--- src/rtl/shift_delay_line.sv ---
// shift_delay_line: parametrised multi-stage shift register.
// Supports four operating modes: hold, shift, rotate and synchronous flush.
// A runtime-selectable output tap reads any stage.
// A fill counter tracks how many stages currently hold valid data.
// Stage 0 is the newest word; stage DEPTH-1 is the oldest and drives so.
module shift_delay_line #(
    parameter int WIDTH = 4,
    parameter int DEPTH = 8,
    parameter int TAPW  = $clog2(DEPTH),
    parameter int CNTW  = $clog2(DEPTH + 1)
) (
    input  logic             clk,
    input  logic             rst,
    input  logic [1:0]       mode,
    input  logic [WIDTH-1:0] si,
    input  logic [TAPW-1:0]  tap,
    output logic [WIDTH-1:0] so,
    output logic [WIDTH-1:0] so_tap,
    output logic             tap_valid,
    output logic [CNTW-1:0]  fill,
    output logic             full,
    output logic             empty
);

    typedef enum logic [1:0] {
        MODE_HOLD   = 2'b00,
        MODE_SHIFT  = 2'b01,
        MODE_ROTATE = 2'b10,
        MODE_FLUSH  = 2'b11
    } mode_e;

    localparam logic [CNTW-1:0] FILL_MAX = CNTW'(DEPTH);

    logic [WIDTH-1:0] r_stage [DEPTH];
    logic [CNTW-1:0]  r_fill;

    logic [WIDTH-1:0] w_stage_nxt [DEPTH];
    logic [CNTW-1:0]  w_fill_nxt;
    logic             w_full;
    mode_e            w_mode;
    logic [WIDTH-1:0] w_so_tap;

    assign w_mode = mode_e'(mode);
    assign w_full = (r_fill == FILL_MAX);

    // Next-state decode of stage contents and fill count for the selected mode
    always_comb begin
        w_fill_nxt = r_fill;
        for (int unsigned i = 0; i < DEPTH; i++) begin
            w_stage_nxt[i] = r_stage[i];
        end
        unique case (w_mode)
            MODE_SHIFT: begin
                w_stage_nxt[0] = si;
                for (int unsigned i = 1; i < DEPTH; i++) begin
                    w_stage_nxt[i] = r_stage[i-1];
                end
                if (!w_full) begin
                    w_fill_nxt = r_fill + CNTW'(1);
                end
            end
            MODE_ROTATE: begin
                // Only recirculate when every stage is valid; otherwise act as hold
                if (w_full) begin
                    w_stage_nxt[0] = r_stage[DEPTH-1];
                    for (int unsigned i = 1; i < DEPTH; i++) begin
                        w_stage_nxt[i] = r_stage[i-1];
                    end
                end
            end
            MODE_FLUSH: begin
                w_fill_nxt = '0;
                for (int unsigned i = 0; i < DEPTH; i++) begin
                    w_stage_nxt[i] = '0;
                end
            end
            default: begin
                w_fill_nxt = r_fill;
            end
        endcase
    end

    // Stage and fill registers with asynchronous clear
    always_ff @(posedge clk or posedge rst) begin
        if (rst) begin
            r_fill <= '0;
            for (int unsigned i = 0; i < DEPTH; i++) begin
                r_stage[i] <= '0;
            end
        end else begin
            r_fill <= w_fill_nxt;
            for (int unsigned i = 0; i < DEPTH; i++) begin
                r_stage[i] <= w_stage_nxt[i];
            end
        end
    end

    // Tap multiplexer; out-of-range tap indices read as zero
    always_comb begin
        w_so_tap = '0;
        for (int unsigned i = 0; i < DEPTH; i++) begin
            if (32'(tap) == i) begin
                w_so_tap = r_stage[i];
            end
        end
    end

    assign so        = r_stage[DEPTH-1];
    assign so_tap    = w_so_tap;
    // fill never exceeds DEPTH, so an out-of-range tap is never valid
    assign tap_valid = (32'(tap) < 32'(r_fill));
    assign fill      = r_fill;
    assign full      = w_full;
    assign empty     = (r_fill == '0);

endmodule

--- config.mk ---
export PLATFORM = sky130hd
export DESIGN_NAME = shift_delay_line
export DESIGN_NICKNAME = d
export VERILOG_FILES = /design/src/rtl/shift_delay_line.sv
export SDC_FILE = /design/constraint.sdc
export NUM_CORES = 1
export LEC_CHECK = 0
export CAP_MARGIN = 20
export CORE_ASPECT_RATIO = 0.6
export CORE_MARGIN = 2
export CORE_UTILIZATION = 30
export CTS_BUF_LIST = sky130_fd_sc_hd__clkbuf_16
export DETAILED_ROUTE_END_ITERATION = 12
export PLACE_DENSITY = 0.55
export SLEW_MARGIN = 30
export SYNTH_ARGS = -nofsm -noshare
export SYNTH_HDL_FRONTEND = slang
export SYNTH_SLANG_ARGS = --single-unit
--- constraint.sdc ---
create_clock -name clk -period 1.5 [get_ports clk]
set_input_delay 0.225 -clock clk [delete_from_list [all_inputs] [get_ports clk]]
set_output_delay 0.225 -clock clk [all_outputs]
set_load 0.05 [all_outputs]
Word level (Yosys, flattened, before mapping)
Cells that the tools add are included.

Logic and storage cells: 42. Bits of input ports: 11. Output and inout port bits: 15. Register bits: 36.

Multiplexer cells: 12. Magnitude comparators: 1. Equality and inequality tests: 13. Reduce and logical (&&, ||, !) cells: 6. $add $sub $neg: 1.

Operator list (count): 32-bit one-hot mux with 3 select lines (1); 4-bit two-way mux (9); 32-bit two-way mux (1); 3-bit equality test, second input constant (4); 4-bit one-hot mux with 2 select lines (1); 3-bit by 2-bit equality test with 1-bit output, second input constant (2); 4-bit by 1-bit adder with 4-bit output, second input constant (1); 2-bit equality test, second input constant (2); 4-bit equality test, second input constant (1); 4-bit zero test (1); 3-bit by 4-bit less-than comparator with 1-bit output (1); 2-bit inequality test, second input constant (2); 2-bit AND reduction (2); 3-bit by 1-bit equality test with 1-bit output, second input constant (1); 3-bit zero test (1); 3-bit nonzero test (1); 2-bit by 1-bit equality test with 1-bit output, second input constant (1); 2-bit nonzero test (1).

Longest topological paths before layout
Gate-level depths: netlist of the first run.

Depth in word-level cells: 9. Gate-level depth with buffers: 9. Gate-level depth less buffers: 7.

Worst setup path before layout of the first run
Ideal clock, no wire load.

Path type: flip-flop to output port. Start: register r_fill[1] (netlist: fill[1]). End: output port tap_valid. Path slack: -1.014 ns. Data required time: 1.275 ns. Arrival time: 2.289 ns. Path buffers: 0. Stages on the path, launching flop included: 6. Cells stage by stage: dfrtp_1 inv_1 ha_1 o21ai_0 a21boi_0 o21ai_0.

Word-level cells in the longest chain between the ends: 1.

RTL lines: start, declared (line 35) `logic [CNTW-1:0] r_fill;`; start signal, assigned (line 91) `r_fill <= w_fill_nxt;`; 3-bit by 4-bit less-than comparator with 1-bit output (line 111) `assign tap_valid = (32'(tap) < 32'(r_fill));`; end, declared (line 19) `output logic tap_valid,`.

Every way passes these cells.

Worst setup path after layout of the first run
Start: register r_stage[30] (netlist name). End: output port so_tap[2].

Word-level cells in the longest chain between the ends: 8.

RTL lines: start, declared (line 34) `logic [WIDTH-1:0] r_stage [DEPTH];`; start signal, assigned by index (line 93) `r_stage[i] <= w_stage_nxt[i];`; 4-bit two-way mux (8 in series) (line 102) `if (32'(tap) == i) begin`; end, declared (line 18) `output logic [WIDTH-1:0] so_tap,`.

Every way passes these cells.

==> impl_metrics.yaml, run 1 <==
floorplanning:
  die_x_um: 108
  ios: 26
  rows: 22
  dieHeight_um: 66.2
  die_area_um2: 7130
  core-area_um2: 6170
  initial_core_util_pct: 31.4
route:
  drc_errors: 0
  dr_total_vias: 1802
  routed_via_density: 4.78
  wl_per_cell_um: 15.3
  firstDrtPassIters: 4
  wl_um: 5750
  postRouteAntennaNets: 0
  drt_iter0_drc: 75
sta:
  slew_headroom_pct: 72.8
  fmax_mhz: 502
  worst_slack_ns: -0.491
  post-route-period-util_pct: 133
  hold_viol: 0
  max_slew.worst_pin.slew_ns: 0.407
  rsz0062_at_grt: "yes"
  skew_ns: 0.00699
  slew_viol_final: 0
  period_needed_ns: 1.99
  setup_viol: 40
run_status:
  status: "finished with violations"
  failed_checks: "setup timing"
clocking:
  insertion_delay_ns: 0.29
  htree_levels: 2
  cts_buffers: 5
  clock-sinks: 36
  clockBufferDepth: 2
  cts_tree: "built"
  cts-root-buf: "clkbuf_16"
  clkTransAtPathRegs_ns: 0.06
critical_path:
  max_stage_delay_ns: 0.45
  crit_buf_inv: 1
  path_cells: "or2_0 > mux4_2 > mux2_4 > buf_8"
  worstPathArrival_ns: 1.77
  end_kind: "primary output"
  crit_fanout: 2
  crit_type: "reg -> out"
  critPathLaunchType: "flop"
  critPathRequiredTime_ns: 1.27
  cp_top_family: "multiplexers"
  cp_slowest_cell: "mux4_2"
power_and_ir_drop:
  p_leak_uw: 0.00164
  finalPower_uw: 4750
  power.switching_uw: 1680
  ir_drop_uv: 1580
  power_frac_seq_pct: 26.2
  comb_power_share_pct: 48.7
  power.density_nw_per_um2: 1370
  intPower_uw: 3070
  switching_share_pct: 35.4
  clkPwrFrac_pct: 25.1
placed_design:
  post_dp_cell_area_um2: 2690
  port_buffers: 25
  gp_congestion: 0.764
  hpwl_um: 3210
  pre_cts_slack_ns: -0.555
run:
  cap_violations: 0
worst_hold_path:
  min_path_type: "in -> async"
final_layout:
  nFillCells: 532
  fin_nets: 307
  finalInstanceArea_um2: 3480
  area_growth_pct: 79.6
  final_layout_size_suffix_gt1_share_pct: 56.7
  diodes: 0
global_routing:
  grtUsageTotal_pct: 15.7
  antenna_found_initial: 0
  grt_pass1_vias: 1718
  grt-ovfl-total: 0
  grt_max_degree: 37
  grt_pass1_wl_um: 8320
yosys:
  ys_types: 32
  yosysSeqAreaShare_pct: 46.5
  synth_fp_nets: 228
  avgSynthCellArea_um2: 9.09
  synthCells: 213
  synth_edf_count: 0
  yosys_warnings: 0
  async_flop_share_pct: 100
  ys_ff_latch: 36
  yosys_most_used_dff: "dfrtp_1"
  syn_area_um2: 1940
Yosys cell counts, types with 2 or more instances:
library cell / n / area (um^2)
nand2_1: 66 / 248
dfrtp_1: 36 / 901
a21oi_1: 7 / 35.0
nand2b_1: 2 / 12.5
inv_1: 6 / 22.5
xnor2_1: 2 / 17.5
nand3_1: 4 / 20.0
clkbuf_1: 4 / 15.0
mux2_2: 3 / 33.8
mux4_2: 5 / 113
ha_1: 4 / 50.1
buf_4: 8 / 60.1
mux2i_1: 6 / 60.1
buf_2: 5 / 25.0
o21ai_0: 36 / 180
nor2b_1: 3 / 18.8
through the flow:
step                      hold WS, ns  setup TNS [ns]  util [%]  std cells
after global placement          0.490           -2.56      43.6        341
after detailed placement        0.499           -2.63      43.6        341
final                           0.299           -4.04      56.4        377
after floorplan                 0.342           -5.79         -        213
after CTS                       0.308           -1.43      48.8        361
after global routing            0.314           -6.30      56.4        377
logic make-up (layout without fill, tap and decap cells):
logic type	count (synthesis)	count (layout)	synth area share, %
buffers and inverters	25	105	6.79
multiplexers	14	14	10.7
adder cells (fa/ha/maj)	4	4	2.59
flip-flops	36	36	46.5
AND/OR/NAND/NOR	82	82	18.6
AO/OA/AOI/OAI	50	50	13.9
XOR/XNOR	2	2	0.905
sequential cells by signal, summed over array words and instances (netlist names):
name     count
r_stage     28
so           4
fill         4
per-layer routing:
| layer | wire (um) | global-route usage (%) | vias up |
|---|---|---|---|
| met5 | 0 | 0 | - |
| met4 | 123 | 7.37 | 0 |
| met3 | 164 | 4.24 | 10 |
| met2 | 2570 | 22.4 | 27 |
| met1 | 2900 | 21.8 | 882 |
| li1 | - | - | 883 |
worst min-delay path: stages:
cell	delay [ns]
clkdlybuf4s50_1	0.40
inv_1	0.10
buf_12	0.23
path summary, 6_finish.rpt:
kind / from / to / slack [ns] / depth (start not counted)
hold reg to reg: r_stage[17] / r_stage[17] / 0.53 / 2
min in group clk: si[2] / r_stage[30] / 0.48 / 3
setup reg to reg: fill[1] / r_stage[5] / -0.15 / 11
setup / recovery: r_stage[30] / so_tap[2] / -0.49 / 4
max in group asynchronous: rst / fill[2] / 0.99 / 3
hold / removal: rst / r_stage[11] / 0.30 / 3
final cells by class:
| cell class | instances | area (um^2) | area share [%] |
|---|---|---|---|
| multi-input combinational | 152 | 1210 | 35.0 |
| timing repair buffer | 90 | 1050 | 30.3 |
| sequential | 36 | 906 | 26.1 |
| clock buffer | 5 | 125 | 3.60 |
| tap | 84 | 105 | 3.02 |
| clock inverter | 3 | 38.8 | 1.12 |
| inverter | 7 | 33.8 | 0.972 |
timing repair:
item,4_1_cts,5_1_grt
hold buffers,0,0
gates cloned,1,6
setup endpoints to repair,7,39
buffers inserted,11,11
pin swaps,10,40
gates resized for setup,30,104
power groups by stage:
| stage | clock [uW] | sequential, uW | combinational (uW) |
|---|---|---|---|
| after CTS | 1210 | 1230 | 1940 |
| after global routing | 1250 | 1260 | 2440 |
| final | 1190 | 1250 | 2310 |
| after detailed placement | 0 | 1250 | 1770 |
| after floorplan | 0 | 1400 | 809 |
| after global placement | 0 | 1240 | 1760 |
cells in the final DEF, fill, tap and decap left out, types with 3 or more instances in the layout:
| cell type | Yosys | final |
|---|---|---|
| buf_4 | 8 | 44 |
| nand2_1 | 66 | 39 |
| dfrtp_1 | 36 | 32 |
| o21ai_1 | 1 | 19 |
| buf_12 | 0 | 18 |
| o21ai_2 | 0 | 17 |
| nand2_4 | 0 | 13 |
| nand2_2 | 0 | 13 |
| clkbuf_16 | 0 | 9 |
| buf_6 | 0 | 9 |
| clkdlybuf4s50_1 | 0 | 7 |
| mux2i_1 | 6 | 5 |
| mux4_2 | 5 | 5 |
| inv_1 | 6 | 4 |
| buf_8 | 0 | 4 |
| dfrtp_2 | 0 | 4 |
| inv_2 | 1 | 3 |
| a21oi_1 | 7 | 3 |
| a21oi_2 | 0 | 3 |
Power figures use the tool's default switching activity.
==> inputs of run 2 (changes only) <==
PLACE_DENSITY = 0.53   (was 0.55)
clock period = 2.5 ns   (was 1.5 ns; I/O delays follow)
==> run 2 against run 1 <==
Compared with the run above: the flow now finishes without violations; global-route usage fell by 2.3 points; sequential share of layout area rose by 11 points; clock skew fell by 0.0058 ns; first-iteration DRC count fell by 40%; via count fell by 17%; worst hold slack improved by 0.21 ns; design area fell by 30%; clock power fell by 51%; die area did not move.
==> impl_metrics.yaml, run 2 (synthesis gave the netlist of run 1 again) <==
run_status:
  status: "complete, no violations"
final_layout:
  largest_register: "r_stage"
  diodes: 0
  finalNonFillerCells: 319
  finalInstanceArea_um2: 2430
  final_layout_size_suffix_gt1_share_pct: 11.9
  final-seq-area_um2: 901
  area_growth_pct: 25.3
  multi_input_area_um2: 915
  fin_nets: 249
  nFillCells: 615
  layout_commonest_cell: "nand2_1"
  largest_reg_flops: 28
  layout.cells.most_common_list: "nand2_1 (66), dfrtp_1 (36), o21ai_0 (35)"
clocking:
  cts_tree: "built"
  cts_buffers: 5
  cts-root-buf: "clkbuf_16"
  clockBufferDepth: 2
  clock-sinks: 36
  htree_levels: 2
  postCtsSetupBuffers: 0
  insertion_delay_ns: 0.28
  clkTransAtPathRegs_ns: 0.05
critical_path:
  end_kind: "primary output"
  regToRegStartpoint: "fill[0]"
  crit_type: "in -> out"
  worstPathArrival_ns: 2.03
  crit_fanout: 15
  worst-r2r-cell-count: 7
  critPathLaunchType: "primary input"
  ff2ff_setup_slack_ns: 0.87
  critPathRequiredTime_ns: 2.12
  r2r_end: "r_stage[29]"
sta:
  rsz0062_at_grt: "no"
  hold_viol: 0
  skew_ns: 0.00121
  fmax_mhz: 416
  tns_ns: 0
  setup_viol: 0
  period_needed_ns: 2.40
  slew_viol_final: 0
  post-route-period-util_pct: 96.1
  slew_headroom_pct: 66.1
  max_slew.worst_pin.slew_ns: 0.507
route:
  wl_per_cell_um: 13.6
  postRouteAntennaNets: 0
  dr_total_vias: 1497
  met3WireLength_um: 147
  drt_iter0_drc: 45
  drt-met1-wl_um: 2490
  firstDrtPassIters: 4
  routed_via_density: 4.69
  drc_errors: 0
  dr.max_layer_used: "met4"
  wl_met2_um: 1680
  wl_um: 4350
floorplanning:
  dieHeight_um: 66.2
  die_x_um: 108
  die_area_um2: 7130
  ios: 26
  initial_core_util_pct: 31.4
  core-area_um2: 6170
  rows: 22
worst_hold_path:
  min_path_type: "in -> async"
placed_design:
  post_dp_cell_area_um2: 2290
  gp_congestion: 0.743
  place_inst: 311
  hpwl_um: 2950
  port_buffers: 25
power_and_ir_drop:
  ir_drop_uv: 633
  p_leak_uw: 0.00107
  power.density_nw_per_um2: 863
run:
  cap_violations: 0
global_routing:
  grt_pass1_vias: 1378
  grt_pass1_wl_um: 7190
  grtUsageTotal_pct: 13.3
  antenna_found_initial: 0
  grt-ovfl-total: 0
  grt_max_degree: 57
==> run 2: area by class of cell <==
type                    instances  share of cell area (%)
clock buffers                   5                    5.16
clock inverters                 3                   0.464
inverters                       7                    1.08
multi-input cells             152                    37.7
flip-flops and latches         36                    37.1
well taps                      84                    4.33
repair buffers                 32                    14.1
==> run 2: report_power, final <==
group	internal (uW)	switching (uW)	total (uW)
clock network	358	222	580
logic	296	465	761
registers	667	85.1	752
==> run 2: worst max-delay path by stage <==
stage / cells past startpoint / from / to / slack (ns)
6_report: 5 / tap[0] / so_tap[2] / 0.1
3_3_place_gp: 5 / tap[0] / so_tap[2] / 0.1
3_5_place_dp: 5 / tap[0] / so_tap[2] / 0.09
2_1_floorplan: 5 / fill[1] / tap_valid / 0.21
5_1_grt: 4 / fill[0] / empty / 0.04
4_1_cts: 5 / fill[0] / full / 0.05
==> run 2: critical path: stages <==
cell and delay [ns]:
clkdlybuf4s50_1 0.51, buf_12 0.17, mux4_2 0.49, mux2_2 0.28
buf_4 0.19
==> run 2: stage by stage <==
step	util, %	hold WS, ns	power, uW	setup WS (ns)
after floorplan	-	0.464	1280	0.210
after global placement	37.1	0.488	1520	0.0969
after detailed placement	37.1	0.499	1530	0.0889
after CTS	39.3	0.508	2120	0.0466
after global routing	39.3	0.529	2210	0.0372
final	39.3	0.508	2090	0.0966
==> run 2: layer usage <==
layer / GRT usage, % / vias up
met5: 0 / -
met4: 4.81 / 0
met3: 3.94 / 4
met2: 17.7 / 24
met1: 20.0 / 711
li1: - / 758
==> run 2: what timing repair did <==
action	CTS	global route
setup endpoints to repair	0	1
hold buffers	0	0
resized for setup	0	1
